[src/rtl/mem_rmw_ctrl.sv]
// Word-only DM access controller: splits byte/half/word loads and stores into aligned DM
// accesses, using read-modify-write for sub-word stores.
`timescale 1ns/1ps
module mem_rmw_ctrl #(
  parameter int unsigned DM_WORDS = 3072
) (
  input  logic        clk,
  input  logic        reset,
  input  logic        req_valid_i,
  output logic        req_ready_o,
  input  logic        req_we_i,
  input  logic [1:0]  req_size_i,
  input  logic        req_signed_i,
  input  logic [31:0] req_addr_i,
  input  logic [31:0] req_wdata_i,
  output logic        resp_valid_o,
  output logic [31:0] resp_rdata_o,
  output logic        resp_err_o,
  output logic        dm_we_o,
  output logic [31:0] dm_addr_o,
  output logic [31:0] dm_wdata_o,
  input  logic [31:0] dm_rdata_i
);

  typedef enum logic [1:0] {StIdle, StRead, StWrite, StResp} state_e;

  state_e      state_q;
  logic        ready_q, resp_valid_q, resp_err_q, dm_we_q;
  logic [31:0] resp_rdata_q, dm_addr_q, dm_wdata_q;
  logic        we_q, signed_q;
  logic [1:0]  size_q, lane_q;
  logic [31:0] wdata_q;

  logic        req_err;
  logic [4:0]  shamt;
  logic [31:0] lane_data, load_data, lane_mask, merge_data;

  always_comb begin
    req_err = 1'b0;
    case (req_size_i)
      2'b00:   req_err = 1'b0;
      2'b01:   req_err = req_addr_i[0];
      2'b10:   req_err = |req_addr_i[1:0];
      default: req_err = 1'b1;
    endcase
    if ({2'b00, req_addr_i[31:2]} >= DM_WORDS) begin
      req_err = 1'b1;
    end
  end

  // Lane shift works for halves too because accepted halves always have addr[0] == 0.
  always_comb begin
    shamt     = {lane_q, 3'b000};
    lane_data = dm_rdata_i >> shamt;
    case (size_q)
      2'b00:   load_data = {{24{signed_q & lane_data[7]}}, lane_data[7:0]};
      2'b01:   load_data = {{16{signed_q & lane_data[15]}}, lane_data[15:0]};
      default: load_data = dm_rdata_i;
    endcase
    lane_mask  = ((size_q == 2'b00) ? 32'h0000_00ff : 32'h0000_ffff) << shamt;
    merge_data = (dm_rdata_i & ~lane_mask) | ((wdata_q << shamt) & lane_mask);
  end

  always_ff @(posedge clk) begin
    if (reset) begin
      state_q      <= StIdle;
      ready_q      <= 1'b1;
      resp_valid_q <= 1'b0;
      resp_err_q   <= 1'b0;
      resp_rdata_q <= '0;
      dm_we_q      <= 1'b0;
      dm_addr_q    <= '0;
      dm_wdata_q   <= '0;
      we_q         <= 1'b0;
      signed_q     <= 1'b0;
      size_q       <= '0;
      lane_q       <= '0;
      wdata_q      <= '0;
    end else begin
      resp_valid_q <= 1'b0;
      dm_we_q      <= 1'b0;
      case (state_q)
        StIdle: begin
          if (req_valid_i) begin
            ready_q  <= 1'b0;
            we_q     <= req_we_i;
            size_q   <= req_size_i;
            signed_q <= req_signed_i;
            lane_q   <= req_addr_i[1:0];
            wdata_q  <= req_wdata_i;
            if (req_err) begin
              resp_err_q   <= 1'b1;
              resp_rdata_q <= '0;
              resp_valid_q <= 1'b1;
              state_q      <= StResp;
            end else begin
              dm_addr_q <= {req_addr_i[31:2], 2'b00};
              if (req_we_i && req_size_i == 2'b10) begin
                dm_wdata_q <= req_wdata_i;
                dm_we_q    <= 1'b1;
                state_q    <= StWrite;
              end else begin
                state_q <= StRead;
              end
            end
          end
        end
        StRead: begin
          if (!we_q) begin
            resp_rdata_q <= load_data;
            resp_err_q   <= 1'b0;
            resp_valid_q <= 1'b1;
            state_q      <= StResp;
          end else begin
            dm_wdata_q <= merge_data;
            dm_we_q    <= 1'b1;
            state_q    <= StWrite;
          end
        end
        StWrite: begin
          resp_rdata_q <= '0;
          resp_err_q   <= 1'b0;
          resp_valid_q <= 1'b1;
          state_q      <= StResp;
        end
        StResp: begin
          ready_q <= 1'b1;
          state_q <= StIdle;
        end
        default: begin
          ready_q <= 1'b1;
          state_q <= StIdle;
        end
      endcase
    end
  end

  assign req_ready_o  = ready_q;
  assign resp_valid_o = resp_valid_q;
  assign resp_rdata_o = resp_rdata_q;
  assign resp_err_o   = resp_err_q;
  assign dm_we_o      = dm_we_q;
  assign dm_addr_o    = dm_addr_q;
  assign dm_wdata_o   = dm_wdata_q;

endmodule

[config.mk]
export PLATFORM = sky130hd
export DESIGN_NAME = mem_rmw_ctrl
export DESIGN_NICKNAME = d
export VERILOG_FILES = /design/src/rtl/mem_rmw_ctrl.sv
export SDC_FILE = /design/constraint.sdc
export NUM_CORES = 1
export LEC_CHECK = 0
export CORE_MARGIN = 4
export CORE_UTILIZATION = 51
export DETAILED_ROUTE_END_ITERATION = 7
export GPL_TIMING_DRIVEN = 0
export PLACE_DENSITY = 0.87
export SLEW_MARGIN = 20
export SYNTH_ARGS = -nofsm -noshare
export SYNTH_HDL_FRONTEND = slang
export SYNTH_SLANG_ARGS = --single-unit
export TNS_END_PERCENT = 30
[constraint.sdc]
create_clock -name clk -period 5.1 [get_ports clk]
set_input_delay 1.02 -clock clk [delete_from_list [all_inputs] [get_ports clk]]
set_output_delay 1.02 -clock clk [all_outputs]
set_load 0.01 [all_outputs]
Word-level counts from Yosys, hierarchy flattened
Index checks and enable logic that the tools add are counted.
{"block": "totals", "reg_bits": 138, "latchBits": 0, "ramBits": 0, "rom_bits": 0, "in_bits": 103, "output_inout_bits": 100, "word_cells": 82, "memories": 0}
{"block": "op_classes", "addsub": 0, "n_mul": 0, "div": 0, "magnitude_cmp": 1, "n_eq_ne": 12, "shift": 3, "mux": 33, "bitwise": 7, "n_reduce_logical": 13}
{"op": "$mux 32", "n": 7}
{"op": "$pmux 32 s2", "n": 2}
{"op": "$pmux 32 s3", "n": 1}
{"op": "$and 32x32->32", "n": 2}
{"op": "$not 32->32", "n": 1}
{"op": "$or 32x32->32", "n": 1}
{"op": "$shl 16x5->32", "n": 1}
{"op": "$shl 32x5->32", "n": 1}
{"op": "$shr 32x5->16", "n": 1}
{"op": "$ge 30x12->1 const B", "n": 1}
{"op": "$mux 16", "n": 1}
{"op": "$mux 1", "n": 13}
{"op": "$ne 2x2->1 const B", "n": 6}
{"op": "$pmux 1 s3", "n": 3}
{"op": "$pmux 2 s4", "n": 1}
{"op": "$eq 2x1->1 const B", "n": 3}
{"op": "$eq 2x2->1 const B", "n": 3}
{"op": "$logic_not 2->1", "n": 3}
{"op": "$mux 2", "n": 3}
{"op": "$reduce_and 5->1", "n": 1}
{"op": "$pmux 1 s2", "n": 2}
{"op": "$reduce_and 2->1", "n": 2}
{"op": "$reduce_and 4->1", "n": 1}
{"op": "$reduce_bool 2->1", "n": 2}
{"op": "6 further kinds", "n": 7}

Logic depth before layout (Yosys ltp)
{"block": "logic_depth", "ltp_word": 8, "mapped_depth": 10, "ltp_nobuf": 7}

Worst setup path before layout
Ideal clock, no wire load.
{"block": "synth_path", "path_type": "input to register", "from": "input port req_addr_i[18]", "to": "register dm_wdata_q[20] (netlist: dm_wdata_o[20])", "setup_ps": 121, "arrival_time_ps": 2597, "required_ps": 4979, "path_slack_ps": 2381, "stages": 6, "n_path_buf": 1, "cell_sequence": "nor4_2 nand4_2 nor4_4 o21ai_4 buf_6 mux2_4"}
{"block": "synth_between", "elab_chain_len": 4}
{"element": "start: declaration", "line": "14", "text": "input logic [31:0] req_addr_i,"}
{"element": "$ge 30x12->1", "line": "46", "text": "if ({2'b00, req_addr_i[31:2]} >= DM_WORDS) begin"}
{"element": "$mux 1", "line": "46"}
{"element": "$ne 2x2->1 (no source line)"}
{"element": "$reduce_and 5->1 (no source line)"}
{"element": "end signal: assignment", "line": "99", "text": "dm_wdata_q <= req_wdata_i;"}
{"element": "end signal: assignment", "line": "115", "text": "dm_wdata_q <= merge_data;"}
{"element": "end: declaration", "line": "29", "text": "logic [31:0] resp_rdata_q, dm_addr_q, dm_wdata_q;"}
No other way between the ends.
A chain may end at the register's enable or synchronous reset.

Worst setup path in the final report
{"block": "layout_path", "from": "input port req_size_i[0]", "to": "register resp_rdata_q[23] (netlist: resp_rdata_o[23])"}
{"block": "layout_between", "elab_chain_len": 5, "word_cells_on_any_way": 7, "cone_classes": "eq/ne: 3; mux: 2; reduce/logical: 2"}
{"element": "start: declaration", "line": "12", "text": "input logic [1:0] req_size_i,"}
{"element": "$eq 2x2->1, or another cell as far along", "line": "40", "text": "case (req_size_i)"}
{"element": "$pmux 1 s3 *", "line": "40"}
{"element": "$mux 1 *", "line": "46"}
{"element": "$ne 2x2->1 (no source line) *"}
{"element": "$reduce_and 4->1 (no source line) *"}
{"element": "end signal: assignment", "line": "110", "text": "resp_rdata_q <= load_data;"}
{"element": "end: declaration", "line": "29"}
Every way passes the cells marked *; elsewhere a longest branch is shown, timed or not.

==> results.txt <==
IO Port Bufs - 200
Flop pwr share - 0.312
DRT Pass-1 Iters - 6
Worst slew pin tran - 0.860 ns
Setup TNS - 0 ns
Cell area after synthesis - 6620 um^2
Seq/Total Area, Yosys - 0.393
Yosys top cell by area - dfxtp_1
#FFs+latches synth - 130
Total Wirelength - 22.7 mm
Clock Pin Slew Worst Setup and Hold Paths - 0.06 ns
Synth area leaders - dfxtp_1 39%, mux2i_1 12%, a21oi_1 6.2%
Hold crit path type - reg2reg
Inst Count DP - 1128
# hold bufs at CTS - 0
H-Tree Depth - 4
Critical Path Start Type - input pin
Status - finished clean
Ys async rst share - 0
Synth top cells by count - 130 x dfxtp_1, 82 x a21oi_1, 81 x nand2_1, 78 x mux2i_1, 48 x clkbuf_1
Ant. Diodes - 0
All-Layer GR Usage - 0.302
TritonCTS clock tree - done
Fmax - 315 MHz
Number of global-route vias before repair - 6652
DRC Markers - 0
P_sw - 0.00145 W
PwrDens - 424 nW/um^2
Routability cong. - 0.989
DPL Wire Length - 17.2 mm
Via count - 6750
RSZ-0062 raised after global routing - no
Largest net degree at the start of global routing - 17
Setup Skew - 0.00950 ns
Number of clock sinks - 130
Cells on worst reg2reg path - 10
Leak pwr - 3.39 nW
Ys flop type - dfxtp_1
Most frequent cell after synthesis - dfxtp_1
Die area - 14900 um^2
Reg2reg setup slack - 2.39 ns
CTS Buffer Depth - 2
Root Buffer - clkbuf_16
Part of the power in the clock network - 0.298
First-pass GRT wire length - 34.8 mm
Row count - 41
Initial Utilization - 0.522
Max-cap violations - 0
Io pins - 203
Fin nets - 1083
Pre-CTS WS - 1.55 ns
GRT overflow - 0
Arr. time, crit path - 3.52 ns
Worst hold path depth - 1
Avg Inst Size Synth - 8.76 um^2
Hold_sp - dm_addr_o[20]
Antenna violations before repair - 0
Slew HR - 0.419
Worst-case hold path end point - dm_addr_o[20]
Starting DRT DRC Count - 765
Die height - 122 um
Hold Vio Cnt, Final - 0
Switching share of power - 0.362
Final Max Slew Viols - 0
DR WL/cell - 19.6 um
# setup viols final - 0
Die Wd - 122 um
Final setup margin - 1.93 ns
Synthesis Warnings - 0
Critical path required time - 5.45 ns
Origin of the critical flop-to-flop path - state_q[1]
CP Class - in2reg
Crit path max fanout - 10
Layout Cells excl Fill - 1160
Comb pwr share - 0.390
Period utilisation layout - 0.622
Resized cells post-CTS - 0
Skew-Pair Late Insertion Delay - 0.43 ns
Min Tclk post-route - 3.17 ns
Reg2reg end - dm_wdata_o[4]
Area grow syn2layout - 42.3%
VDD IR-drop max - 355 uV
CTS Buf Count - 17
Fill cell count - 989
Post-CTS setup buffer count - 0
DRT antenna net count - 0
Mean number of vias per cell - 5.82
Post-synth cell types - 49
Core ar. - 12700 um^2
Number of synthesized flops with an enable pin - 0
Pint - 0.00255 W
Layout cells sized above 1 - 0.0840
Worst setup EP type - flop
Gate Count Post-Synth - 755
Synth top area share - 0.393
## metrics by stage
stage / power [W] / util / hold WS, ns / cell area [um^2]
floorplan: 0.00223 / - / 0.436 / 6620
global placement: 0.00275 / 0.697 / 0.441 / 8840
detailed placement: 0.00277 / 0.697 / 0.446 / 8840
CTS: 0.00396 / 0.743 / 0.460 / 9410
global route: 0.00416 / 0.743 / 0.469 / 9410
finish: 0.00399 / 0.743 / 0.455 / 9410
## cells by family (layout without fill, tap and decap cells)
kind of cell / after synthesis / count (layout) / share of synthesized area
compound gates: 172 / 172 / 0.171
fa+ha+maj: 5 / 5 / 0.00946
buf+inv: 81 / 313 / 0.0530
flops: 130 / 130 / 0.393
mux: 103 / 103 / 0.163
other cells: 1 / 2 / 0.000567
simple gates: 263 / 263 / 0.210
## area by class of cell
class	instances	area, um^2	area share
clock inverters	14	139	0.0148
repair buffers	200	2000	0.213
multi-input cells	545	3670	0.389
plain buffers	67	298	0.0316
clock buffers	18	439	0.0467
inverters	14	52.6	0.00558
flip-flops and latches	130	2600	0.276
well taps	172	215	0.0229
## placed cells by master, fill, tap and decap left out, types with 3 or more instances in the layout
cell | netlist | routed
buf_1 | 4 | 4
and2_1 | 19 | 19
nand2_1 | 81 | 81
buf_2 | 7 | 7
nand3b_1 | 3 | 3
clkdlybuf4s50_1 | 0 | 200
o21ai_0 | 5 | 5
o221ai_1 | 7 | 7
mux2_4 | 4 | 4
nand2b_1 | 40 | 40
nor3_1 | 11 | 11
clkbuf_1 | 48 | 48
clkinvlp_4 | 0 | 3
ha_1 | 5 | 5
clkinv_2 | 0 | 6
nor2b_1 | 13 | 13
nor2_1 | 39 | 39
mux2_2 | 21 | 21
clkbuf_16 | 0 | 17
o2bb2ai_1 | 15 | 15
nor4_1 | 5 | 5
nand3_1 | 24 | 24
nand4b_1 | 16 | 16
a31oi_1 | 9 | 9
nor4_2 | 3 | 3
inv_1 | 13 | 13
mux2i_1 | 78 | 78
o211ai_1 | 10 | 10
a211oi_1 | 11 | 11
buf_4 | 6 | 6
a21oi_1 | 82 | 82
a221o_1 | 8 | 8
dfxtp_1 | 130 | 130
o31ai_1 | 16 | 16
## how the worst max path moves through the flow
| stage | from | slack (ns) | cells after the start | end |
|---|---|---|---|---|
| detailed placement | req_size_i[0] | 1.55 | 7 | resp_rdata_o[17] |
| floorplan | req_addr_i[18] | 2.38 | 6 | dm_wdata_o[20] |
| CTS | req_size_i[0] | 1.99 | 7 | resp_rdata_o[0] |
| global placement | req_size_i[0] | 1.60 | 7 | resp_rdata_o[31] |
| finish | req_size_i[0] | 1.93 | 7 | resp_rdata_o[23] |
| global route | req_size_i[0] | 1.82 | 7 | resp_rdata_o[0] |
## power groups by stage
stage	combinational, W	clock [W]	sequential (W)
final	0.00156	0.00119	0.00125
after detailed placement	0.00151	0	0.00126
after floorplan	0.000953	0	0.00128
after CTS	0.00152	0.00120	0.00124
after global placement	0.00150	0	0.00126
after global routing	0.00166	0.00125	0.00126
## sequential cells by signal, summed over array words and instances, names as in the netlist
name and count:
dm_wdata_o 32, resp_rdata_o 32, dm_addr_o 30, wdata_q 24
lane_q 2, size_q 2, state_q 2, dm_we_o 1
req_ready_o 1, resp_err_o 1, resp_valid_o 1, signed_q 1
we_q 1
## metal layers
metal | vias up | share of wire | global-route usage
met2 | 367 | 0.47 | 0.489
met1 | 3183 | 0.40 | 0.372
met5 | - | 0 | 0
met4 | 0 | 0.033 | 0.123
met3 | 64 | 0.10 | 0.0984
li1 | 3136 | - | -
## worst max-delay path, stage by stage
cell	delay [ns]
clkdlybuf4s50_1	0.52
a21oi_1	0.12
o21ai_0	0.55
o21ai_0	0.24
a22oi_2	0.52
buf_4	0.32
mux2i_1	0.22
Power figures use the tool's default switching activity.
